===== config.mk =====
export PLATFORM = sky130hd
export DESIGN_NAME = uart_tx_cfg_flat
export DESIGN_NICKNAME = d
export VERILOG_FILES = /design/src/rtl/uart_tx_cfg_pkg.sv /design/src/rtl/uart_tx_cfg_if.sv /design/src/rtl/uart_tx_cfg_sync_fifo.sv /design/src/rtl/uart_tx_cfg.sv /design/src/flat_wrapper.sv
export SDC_FILE = /design/constraint.sdc
export NUM_CORES = 1
export LEC_CHECK = 0
export ABC_AREA = 1
export BUFFER_PORTS_ARGS = -buffer_cell sky130_fd_sc_hd__clkbuf_2
export CAP_MARGIN = 20
export CORE_AREA = 10 10 84 86
export DETAILED_ROUTE_END_ITERATION = 8
export DIE_AREA = 0 0 94 96
export GPL_TIMING_DRIVEN = 0
export PLACE_DENSITY = 0.79
export SYNTH_ARGS = -nofsm -noshare
export SYNTH_HDL_FRONTEND = slang
export SYNTH_HIERARCHICAL = 1
export SYNTH_SLANG_ARGS = --single-unit

===== constraint.sdc =====
create_clock -name clk -period 2.19 [get_ports clk]
set_clock_uncertainty 0.15 [all_clocks]
set_input_delay 0.219 -clock clk [delete_from_list [all_inputs] [get_ports clk]]
set_output_delay 0.219 -clock clk [all_outputs]
set_load 0.005 [all_outputs]

===== src/rtl/uart_tx_cfg_pkg.sv =====
`default_nettype none
// ============================================================================
// Module  : uart_pkg
// Brief   : Shared constants, FSM state type and divisor helpers for uart_tx_cfg.
// Revision: 1.0 - initial release
// ============================================================================
package uart_pkg;

    localparam int c_parity_none = 0;
    localparam int c_parity_odd  = 1;
    localparam int c_parity_even = 2;

    typedef enum logic [2:0] {
        ST_IDLE   = 3'd0,
        ST_START  = 3'd1,
        ST_DATA   = 3'd2,
        ST_PARITY = 3'd3,
        ST_STOP   = 3'd4
    } tx_state_t;

    // The divisor must be exact; a rounded baud rate would drift over a frame.
    function automatic bit div_ok(input int clk_hz, input int baud);
        return (baud > 0) && (clk_hz >= baud) && ((clk_hz % baud) == 0);
    endfunction

    function automatic int calc_div(input int clk_hz, input int baud);
        return (baud > 0) ? (clk_hz / baud) : 1;
    endfunction

endpackage
`default_nettype wire


===== src/rtl/uart_tx_cfg_if.sv =====
`default_nettype none
// ============================================================================
// Module  : uart_tx_cfg_if
// Brief   : Producer-side handshake and line/status signals of uart_tx_cfg.
// Revision: 1.0 - initial release
// ============================================================================
interface uart_tx_cfg_if #(
    parameter int DATA_BITS  = 8,
    parameter int FIFO_DEPTH = 4
);
    logic [DATA_BITS-1:0]                 tx_data;
    logic                                 tx_valid;
    logic                                 tx_ready;
    logic                                 out;
    logic                                 busy;
    logic [$clog2(FIFO_DEPTH + 1)-1:0]    fifo_level;

    modport master (
        output tx_data,
        output tx_valid,
        input  tx_ready,
        input  out,
        input  busy,
        input  fifo_level
    );

    modport slave (
        input  tx_data,
        input  tx_valid,
        output tx_ready,
        output out,
        output busy,
        output fifo_level
    );
endinterface
`default_nettype wire


===== src/rtl/uart_tx_cfg_sync_fifo.sv =====
`default_nettype none
// ============================================================================
// Module  : sync_fifo
// Brief   : Single-clock first-word-fall-through FIFO with occupancy output.
// Revision: 1.0 - initial release
// ============================================================================
module sync_fifo #(
    parameter int WIDTH = 8,
    parameter int DEPTH = 4
) (
    input  wire logic                           clk,
    input  wire logic                           rst,
    input  wire logic                           push,
    input  wire logic [WIDTH-1:0]               wdata,
    input  wire logic                           pop,
    output      logic [WIDTH-1:0]               rdata,
    output      logic                           full,
    output      logic                           empty,
    output      logic [$clog2(DEPTH + 1)-1:0]   level
);

    localparam int c_aw = $clog2(DEPTH);
    localparam int c_lw = $clog2(DEPTH + 1);

    if ((DEPTH < 2) || ((DEPTH & (DEPTH - 1)) != 0)) begin : g_bad_depth
        $error("sync_fifo: DEPTH must be a power of two and at least 2");
    end

    logic [WIDTH-1:0] r_mem [DEPTH];
    logic [c_aw:0]    r_wr_ptr;
    logic [c_aw:0]    r_rd_ptr;
    logic             w_push;
    logic             w_pop;

    // Pointers carry one wrap bit so full and empty are distinguishable.
    assign full   = (r_wr_ptr[c_aw] != r_rd_ptr[c_aw]) &&
                    (r_wr_ptr[c_aw-1:0] == r_rd_ptr[c_aw-1:0]);
    assign empty  = (r_wr_ptr == r_rd_ptr);
    assign level  = c_lw'(r_wr_ptr - r_rd_ptr);
    assign rdata  = r_mem[r_rd_ptr[c_aw-1:0]];
    assign w_push = push && !full;
    assign w_pop  = pop && !empty;

    always_ff @(posedge clk) begin
        if (rst) begin
            r_wr_ptr <= '0;
            r_rd_ptr <= '0;
        end else begin
            if (w_push) begin
                r_wr_ptr <= r_wr_ptr + 1'b1;
            end
            if (w_pop) begin
                r_rd_ptr <= r_rd_ptr + 1'b1;
            end
        end
    end

    always_ff @(posedge clk) begin
        if (w_push) begin
            r_mem[r_wr_ptr[c_aw-1:0]] <= wdata;
        end
    end

endmodule
`default_nettype wire


===== src/rtl/uart_tx_cfg.sv =====
`default_nettype none
// ============================================================================
// Module  : uart_tx_cfg
// Brief   : Configurable UART transmitter with input FIFO and zero-gap framing.
// Revision: 1.0 - initial release
// ============================================================================
module uart_tx_cfg
    import uart_pkg::*;
#(
    parameter int CLK_HZ     = 9600,
    parameter int BAUD       = 9600,
    parameter int DATA_BITS  = 8,
    parameter int PARITY     = 0,
    parameter int STOP_BITS  = 1,
    parameter int FIFO_DEPTH = 4
) (
    input  wire logic     clk,
    input  wire logic     rst,
    uart_tx_cfg_if.slave  bus
);

    localparam int                 c_div       = calc_div(CLK_HZ, BAUD);
    localparam int                 c_cnt_w     = (c_div > 1) ? $clog2(c_div) : 1;
    localparam int                 c_lvl_w     = $clog2(FIFO_DEPTH + 1);
    localparam logic [c_cnt_w-1:0] c_baud_last = c_cnt_w'(c_div - 1);
    localparam logic [3:0]         c_data_last = 4'(DATA_BITS - 1);
    localparam logic [3:0]         c_stop_last = 4'(STOP_BITS - 1);
    localparam bit                 c_has_par   = (PARITY != c_parity_none);
    localparam bit                 c_odd_par   = (PARITY == c_parity_odd);

    if (!div_ok(CLK_HZ, BAUD)) begin : g_bad_div
        $error("uart_tx_cfg: CLK_HZ must be a nonzero exact multiple of BAUD");
    end
    if ((DATA_BITS < 5) || (DATA_BITS > 9)) begin : g_bad_data_bits
        $error("uart_tx_cfg: DATA_BITS must be within 5..9");
    end
    if ((PARITY < 0) || (PARITY > 2)) begin : g_bad_parity
        $error("uart_tx_cfg: PARITY must be 0, 1 or 2");
    end
    if ((STOP_BITS != 1) && (STOP_BITS != 2)) begin : g_bad_stop_bits
        $error("uart_tx_cfg: STOP_BITS must be 1 or 2");
    end

    tx_state_t              r_state;
    tx_state_t              w_state_nxt;
    logic [c_cnt_w-1:0]     r_baud;
    logic [3:0]             r_bit;
    logic [3:0]             w_bit_nxt;
    logic [DATA_BITS-1:0]   r_shift;
    logic                   r_par;
    logic                   r_out;
    logic                   w_out_nxt;
    logic                   w_tick;
    logic                   w_pop;
    logic                   w_shift_en;
    logic [DATA_BITS-1:0]   w_fifo_rdata;
    logic                   w_fifo_full;
    logic                   w_fifo_empty;
    logic [c_lvl_w-1:0]     w_fifo_level;

    sync_fifo #(
        .WIDTH (DATA_BITS),
        .DEPTH (FIFO_DEPTH)
    ) u_fifo (
        .clk   (clk),
        .rst   (rst),
        .push  (bus.tx_valid),
        .wdata (bus.tx_data),
        .pop   (w_pop),
        .rdata (w_fifo_rdata),
        .full  (w_fifo_full),
        .empty (w_fifo_empty),
        .level (w_fifo_level)
    );

    assign w_tick         = (r_baud == c_baud_last);
    assign bus.tx_ready   = !w_fifo_full;
    assign bus.out        = r_out;
    assign bus.busy       = (r_state != ST_IDLE);
    assign bus.fifo_level = w_fifo_level;

    always_ff @(posedge clk) begin
        if (rst) begin
            r_state <= ST_IDLE;
        end else begin
            r_state <= w_state_nxt;
        end
    end

    always_comb begin
        w_state_nxt = r_state;
        w_bit_nxt   = r_bit;
        w_pop       = 1'b0;
        w_shift_en  = 1'b0;
        w_out_nxt   = 1'b1;
        case (r_state)
            ST_IDLE: begin
                if (!w_fifo_empty) begin
                    w_pop       = 1'b1;
                    w_state_nxt = ST_START;
                end
            end
            ST_START: begin
                w_out_nxt = 1'b0;
                if (w_tick) begin
                    w_bit_nxt   = 4'd0;
                    w_state_nxt = ST_DATA;
                end
            end
            ST_DATA: begin
                w_out_nxt = r_shift[0];
                if (w_tick) begin
                    w_shift_en = 1'b1;
                    if (r_bit == c_data_last) begin
                        w_bit_nxt   = 4'd0;
                        w_state_nxt = c_has_par ? ST_PARITY : ST_STOP;
                    end else begin
                        w_bit_nxt = r_bit + 4'd1;
                    end
                end
            end
            ST_PARITY: begin
                w_out_nxt = r_par;
                if (w_tick) begin
                    w_bit_nxt   = 4'd0;
                    w_state_nxt = ST_STOP;
                end
            end
            ST_STOP: begin
                if (w_tick) begin
                    if (r_bit == c_stop_last) begin
                        // Chain straight into the next start bit when data is waiting.
                        w_bit_nxt = 4'd0;
                        if (!w_fifo_empty) begin
                            w_pop       = 1'b1;
                            w_state_nxt = ST_START;
                        end else begin
                            w_state_nxt = ST_IDLE;
                        end
                    end else begin
                        w_bit_nxt = r_bit + 4'd1;
                    end
                end
            end
            default: begin
                w_state_nxt = ST_IDLE;
            end
        endcase
    end

    always_ff @(posedge clk) begin
        if (rst) begin
            r_baud  <= '0;
            r_bit   <= 4'd0;
            r_shift <= '0;
            r_par   <= 1'b0;
            r_out   <= 1'b1;
        end else begin
            r_bit <= w_bit_nxt;
            r_out <= w_out_nxt;
            if ((r_state == ST_IDLE) || w_tick) begin
                r_baud <= '0;
            end else begin
                r_baud <= r_baud + 1'b1;
            end
            if (w_pop) begin
                r_shift <= w_fifo_rdata;
                r_par   <= (^w_fifo_rdata) ^ c_odd_par;
            end else if (w_shift_en) begin
                r_shift <= r_shift >> 1;
            end
        end
    end

endmodule
`default_nettype wire


===== src/flat_wrapper.sv =====
// flat-port wrapper written by rule: the top's interface ports become plain ports
module uart_tx_cfg_flat import uart_pkg::*;
#(
    parameter int CLK_HZ     = 9600,
    parameter int BAUD       = 9600,
    parameter int DATA_BITS  = 8,
    parameter int PARITY     = 0,
    parameter int STOP_BITS  = 1,
    parameter int FIFO_DEPTH = 4
)
  (clk, rst, bus_tx_data, bus_tx_valid, bus_tx_ready, bus_out, bus_busy, bus_fifo_level);
  uart_tx_cfg_if #(.DATA_BITS(DATA_BITS), .FIFO_DEPTH(FIFO_DEPTH)) bus_i ();
  input  wire logic clk;
  input  wire logic rst;
  input wire logic [$bits(bus_i.tx_data)-1:0] bus_tx_data;
  input wire logic [$bits(bus_i.tx_valid)-1:0] bus_tx_valid;
  output wire logic [$bits(bus_i.tx_ready)-1:0] bus_tx_ready;
  output wire logic [$bits(bus_i.out)-1:0] bus_out;
  output wire logic [$bits(bus_i.busy)-1:0] bus_busy;
  output wire logic [$bits(bus_i.fifo_level)-1:0] bus_fifo_level;
  assign bus_i.tx_data = bus_tx_data;
  assign bus_i.tx_valid = bus_tx_valid;
  assign bus_tx_ready = bus_i.tx_ready;
  assign bus_out = bus_i.out;
  assign bus_busy = bus_i.busy;
  assign bus_fifo_level = bus_i.fifo_level;
  uart_tx_cfg #(.CLK_HZ(CLK_HZ), .BAUD(BAUD), .DATA_BITS(DATA_BITS), .PARITY(PARITY), .STOP_BITS(STOP_BITS), .FIFO_DEPTH(FIFO_DEPTH)) u_core (.clk(clk), .rst(rst), .bus(bus_i));
endmodule

==> qor.yml <==
finalWeightedCongestion: 0.779
seq_area_frac_synth: 0.518
grt_setup_unrepaired: "true"
pwr_density_cell_nw_per_um2: 1360
globalRouteOverflowTotal: 0
drt_pre_antenna_iters: 4
yosys_warnings: 6
synthesis.area_per_instance_um2: 8.61
antenna_violations_before_repair: 0
dieArea_um2: 9020
placed_cell_area_um2: 3030
number_of_sinks_handled_by_clock_tree_synthesis: 58
dp_hpwl_mm: 3.88
dieWidth_um: 94
timing.final.ws_setup_ps: 85.7
row_count: 27
routed-via-count: 2289
layout_worst_path_cycle_share: 0.961
syn_inst: 332
fin_nets: 390
gr-usage-all-layers: 0.135
yosysUniqueCellTypes: 29
detail_route.drc_violations: 0
placeable_core_region_um2: 5410
vdd_drop_max_uv: 826
p_leak_nw: 1.48
synth_top_cell_by_area: "sky130_fd_sc_hd__edfxtp_1"
ys_top_cells_by_area: "sky130_fd_sc_hd__edfxtp_1 34%, sky130_fd_sc_hd__dfxtp_1 18%, sky130_fd_sc_hd__nand2_1 9.6%"
detail_route.wirelength_mm: 5.64
hold_path.class: "in2reg"
ys_ff_latch: 58
synth_nets: 353
synthDominantCellAreaShare: 0.336
path_class: "reg2reg"
slew_violations: 0
critPathMaxStageDelay_ps: 420
synthXorXnorAreaFrac: 0.0306
number_of_global_route_vias_before_repair: 2242
fraction_of_final_layout_cells_with_drive_strength_greater_than_1: 0.166
reg_clk_slew_reported_paths_ps: 60
synth-adder-area-share: 0.0464
post-route-min-period_ps: 2100
ctsLongestPathBuffers: 2
endpoint_kind: "register"
clock-root-buffer: "sky130_fd_sc_hd__clkbuf_8"
die_height_um: 96
avgViaCountPerCell: 5.14
placement.setup.worst_slack_ps: -214
design_area_um2: 3370
accumulated_negative_setup_slack_ps: 0
syn2layout_area_growth_pct: 18.0
synth_simple_gate_area_frac: 0.240
tritoncts: "done"
data_required_time_at_the_worst_endpoint_ps: 2010
wl_per_cell_um: 12.7
first_pass_grt_wire_length_mm: 9.69
worst_skew_pair.late_latency_ps: 340
synth-compound-area-share: 0.0923
crit_path_top_delay_cell: "sky130_fd_sc_hd__nor2_2"
layout.core_utilization: 0.624
run_status: "complete, no violations"
numCtsBuffers: 9
mappedNetlistArea_um2: 2860
cts_max_level: 3
report.final.setup_viol: 0
quantity_of_i_o_buffers_inserted_on_ports: 16
combinational_family_with_the_most_area_after_synthesis: "simple AND/OR/NAND/NOR gates"
start_kind: "register"
final_hold_viol_count: 0
max_cap_violations: 0
floorplan.initialDensity: 0.529
critical_path.cell_chain: "inv_1 -> ha_1 -> nand2_1 -> inv_2 -> nand3_4 -> nand2_1 -> nor2_2"
cp_common_cell: "sky130_fd_sc_hd__nand2_1"
grt_max_degree: 11
antenna_left: 0
post_synth_mux_area_share: 0
floorplan.io_pins: 17
max_clock_freq_mhz: 475
drt_iter0_markers: 122
worstPathArrival_ps: 1930
crit_path_max_fanout: 8
antenna_cells_inserted: 0
==> routing by layer <==
metal  share of wire  up-vias  GRT usage  routed length [um]
li1                -     1166          -                   -
met4           0.022        0     0.0633                 125
met1            0.41     1056      0.139                2320
met2            0.51       54      0.243                2880
met5               0        -          0                   0
met3           0.056       13     0.0459                 317
==> cell usage after synthesis <==
cell type                   n
sky130_fd_sc_hd__edfxtp_1  32
sky130_fd_sc_hd__a21oi_1   20
sky130_fd_sc_hd__fa_1       1
sky130_fd_sc_hd__nand3_1   27
sky130_fd_sc_hd__nor3_1     2
sky130_fd_sc_hd__dfxtp_1   26
sky130_fd_sc_hd__clkbuf_1   1
sky130_fd_sc_hd__nor2_2     3
sky130_fd_sc_hd__ha_1       9
sky130_fd_sc_hd__nand3_4    2
sky130_fd_sc_hd__conb_1     1
sky130_fd_sc_hd__buf_2      1
sky130_fd_sc_hd__nand2_2    4
sky130_fd_sc_hd__nor2_1    36
sky130_fd_sc_hd__nand4_1    3
sky130_fd_sc_hd__xnor2_1    5
sky130_fd_sc_hd__inv_2      5
sky130_fd_sc_hd__nor2_4     1
sky130_fd_sc_hd__o21ai_0   16
sky130_fd_sc_hd__buf_6      1
sky130_fd_sc_hd__o211ai_1   2
sky130_fd_sc_hd__buf_4      1
sky130_fd_sc_hd__xor2_1     5
sky130_fd_sc_hd__a32oi_1    1
sky130_fd_sc_hd__o21ai_1    2
sky130_fd_sc_hd__nand2_1   73
sky130_fd_sc_hd__o22ai_1    8
sky130_fd_sc_hd__inv_1     42
sky130_fd_sc_hd__nand2_4    2
==> cell type report <==
| type | count | area, um^2 |
|---|---|---|
| Fill cell | 454 | 2030 |
| Multi-Input combinational cell | 223 | 1210 |
| Tap cell | 72 | 90.1 |
| Inverter | 47 | 179 |
| Sequential cell | 58 | 1480 |
| Clock inverter | 6 | 82.6 |
| Clock buffer | 9 | 124 |
| Timing Repair Buffer | 26 | 178 |
| Buffer | 4 | 27.5 |
==> state kept, by name, summed over array words and instances (netlist names), named ones only <==
signal and flops:
u_core/r_state 3, u_core/r_bit 4, u_core/r_shift 8, u_core/u_fifo/r_wr_ptr 3, u_core/u_fifo/r_rd_ptr 3, u_core/r_baud 1, u_core/bus.out 1, u_core/u_fifo/r_mem 32
u_core/r_par 1
==> stage by stage <==
| stage | hold WS, ps | instances | power [mW] |
|---|---|---|---|
| 2_1_floorplan | 138 | 332 | 3.00 |
| 3_3_place_gp | 284 | 420 | 3.38 |
| 3_5_place_dp | 293 | 420 | 3.44 |
| 4_1_cts | 68.9 | 445 | 4.58 |
| 5_1_grt | 100 | 445 | 4.98 |
| 6_report | 88.9 | 445 | 4.59 |
==> timing repair <==
action                                  CTS  global route
cloned                                    0             0
gates resized for setup                   5             8
buffers inserted                          1             0
pin swaps                                 1             0
hold buffers                              9             0
hold endpoints to repair                 33             0
endpoints found under the setup margin   39            35
==> logic make-up after synthesis <==
group | count (synthesis)
DFF | 58
AOI/OAI and AO/OA | 49
and+or+nand+nor | 153
buffers and inverters | 51
xor gates and xnor gates | 10
adders and majority gates | 10
other | 1
==> worst max-delay path: cells and delay by family (launching register included) <==
kind | cells | cell delay (ps)
adders and majority gates | 1 | 310
DFF | 1 | 360
buffers and inverters | 2 | 150
and+or+nand+nor | 4 | 760
==> power by group <==
group	total, mW	internal (mW)	switching, mW
combinational	2.08	0.772	1.31
clock	1.04	0.625	0.413
sequential	1.48	1.34	0.133
==> cell usage in the layout, fill, tap and decap left out, types with 2 or more instances in the layout <==
| master | synthesis | routed |
|---|---|---|
| sky130_fd_sc_hd__a21oi_1 | 20 | 20 |
| sky130_fd_sc_hd__buf_4 | 1 | 2 |
| sky130_fd_sc_hd__bufinv_16 | 0 | 2 |
| sky130_fd_sc_hd__clkbuf_2 | 0 | 16 |
| sky130_fd_sc_hd__clkbuf_8 | 0 | 9 |
| sky130_fd_sc_hd__clkinv_1 | 0 | 2 |
| sky130_fd_sc_hd__clkinvlp_4 | 0 | 2 |
| sky130_fd_sc_hd__dfxtp_1 | 26 | 24 |
| sky130_fd_sc_hd__dfxtp_2 | 0 | 2 |
| sky130_fd_sc_hd__dlygate4sd3_1 | 0 | 9 |
| sky130_fd_sc_hd__edfxtp_1 | 32 | 32 |
| sky130_fd_sc_hd__ha_1 | 9 | 9 |
| sky130_fd_sc_hd__inv_1 | 42 | 40 |
| sky130_fd_sc_hd__inv_2 | 5 | 6 |
| sky130_fd_sc_hd__nand2_1 | 73 | 73 |
| sky130_fd_sc_hd__nand2_2 | 4 | 4 |
| sky130_fd_sc_hd__nand2_4 | 2 | 2 |
| sky130_fd_sc_hd__nand3_1 | 27 | 27 |
| sky130_fd_sc_hd__nand3_4 | 2 | 2 |
| sky130_fd_sc_hd__nand4_1 | 3 | 3 |
| sky130_fd_sc_hd__nor2_1 | 36 | 32 |
| sky130_fd_sc_hd__nor2_2 | 3 | 7 |
| sky130_fd_sc_hd__nor3_1 | 2 | 2 |
| sky130_fd_sc_hd__o211ai_1 | 2 | 2 |
| sky130_fd_sc_hd__o21ai_0 | 16 | 16 |
| sky130_fd_sc_hd__o21ai_1 | 2 | 2 |
| sky130_fd_sc_hd__o22ai_1 | 8 | 4 |
| sky130_fd_sc_hd__o22ai_2 | 0 | 4 |
| sky130_fd_sc_hd__xnor2_1 | 5 | 5 |
| sky130_fd_sc_hd__xor2_1 | 5 | 5 |
==> path summary, 6_finish.rpt <==
| check | from | endpoint | slack [ps] | cells after the start |
|---|---|---|---|---|
| max | u_core/u_fifo/r_wr_ptr[0] | u_core/u_fifo/r_mem[0][6] | 90 | 7 |
| min | bus_tx_valid | u_core/u_fifo/r_wr_ptr[2] | 90 | 3 |
| max reg2reg | u_core/u_fifo/r_wr_ptr[0] | u_core/u_fifo/r_mem[0][6] | 90 | 7 |
| min reg2reg | u_core/r_shift[5] | u_core/r_shift[5] | 340 | 2 |
Note: power is estimated with default switching activity, not from simulation.
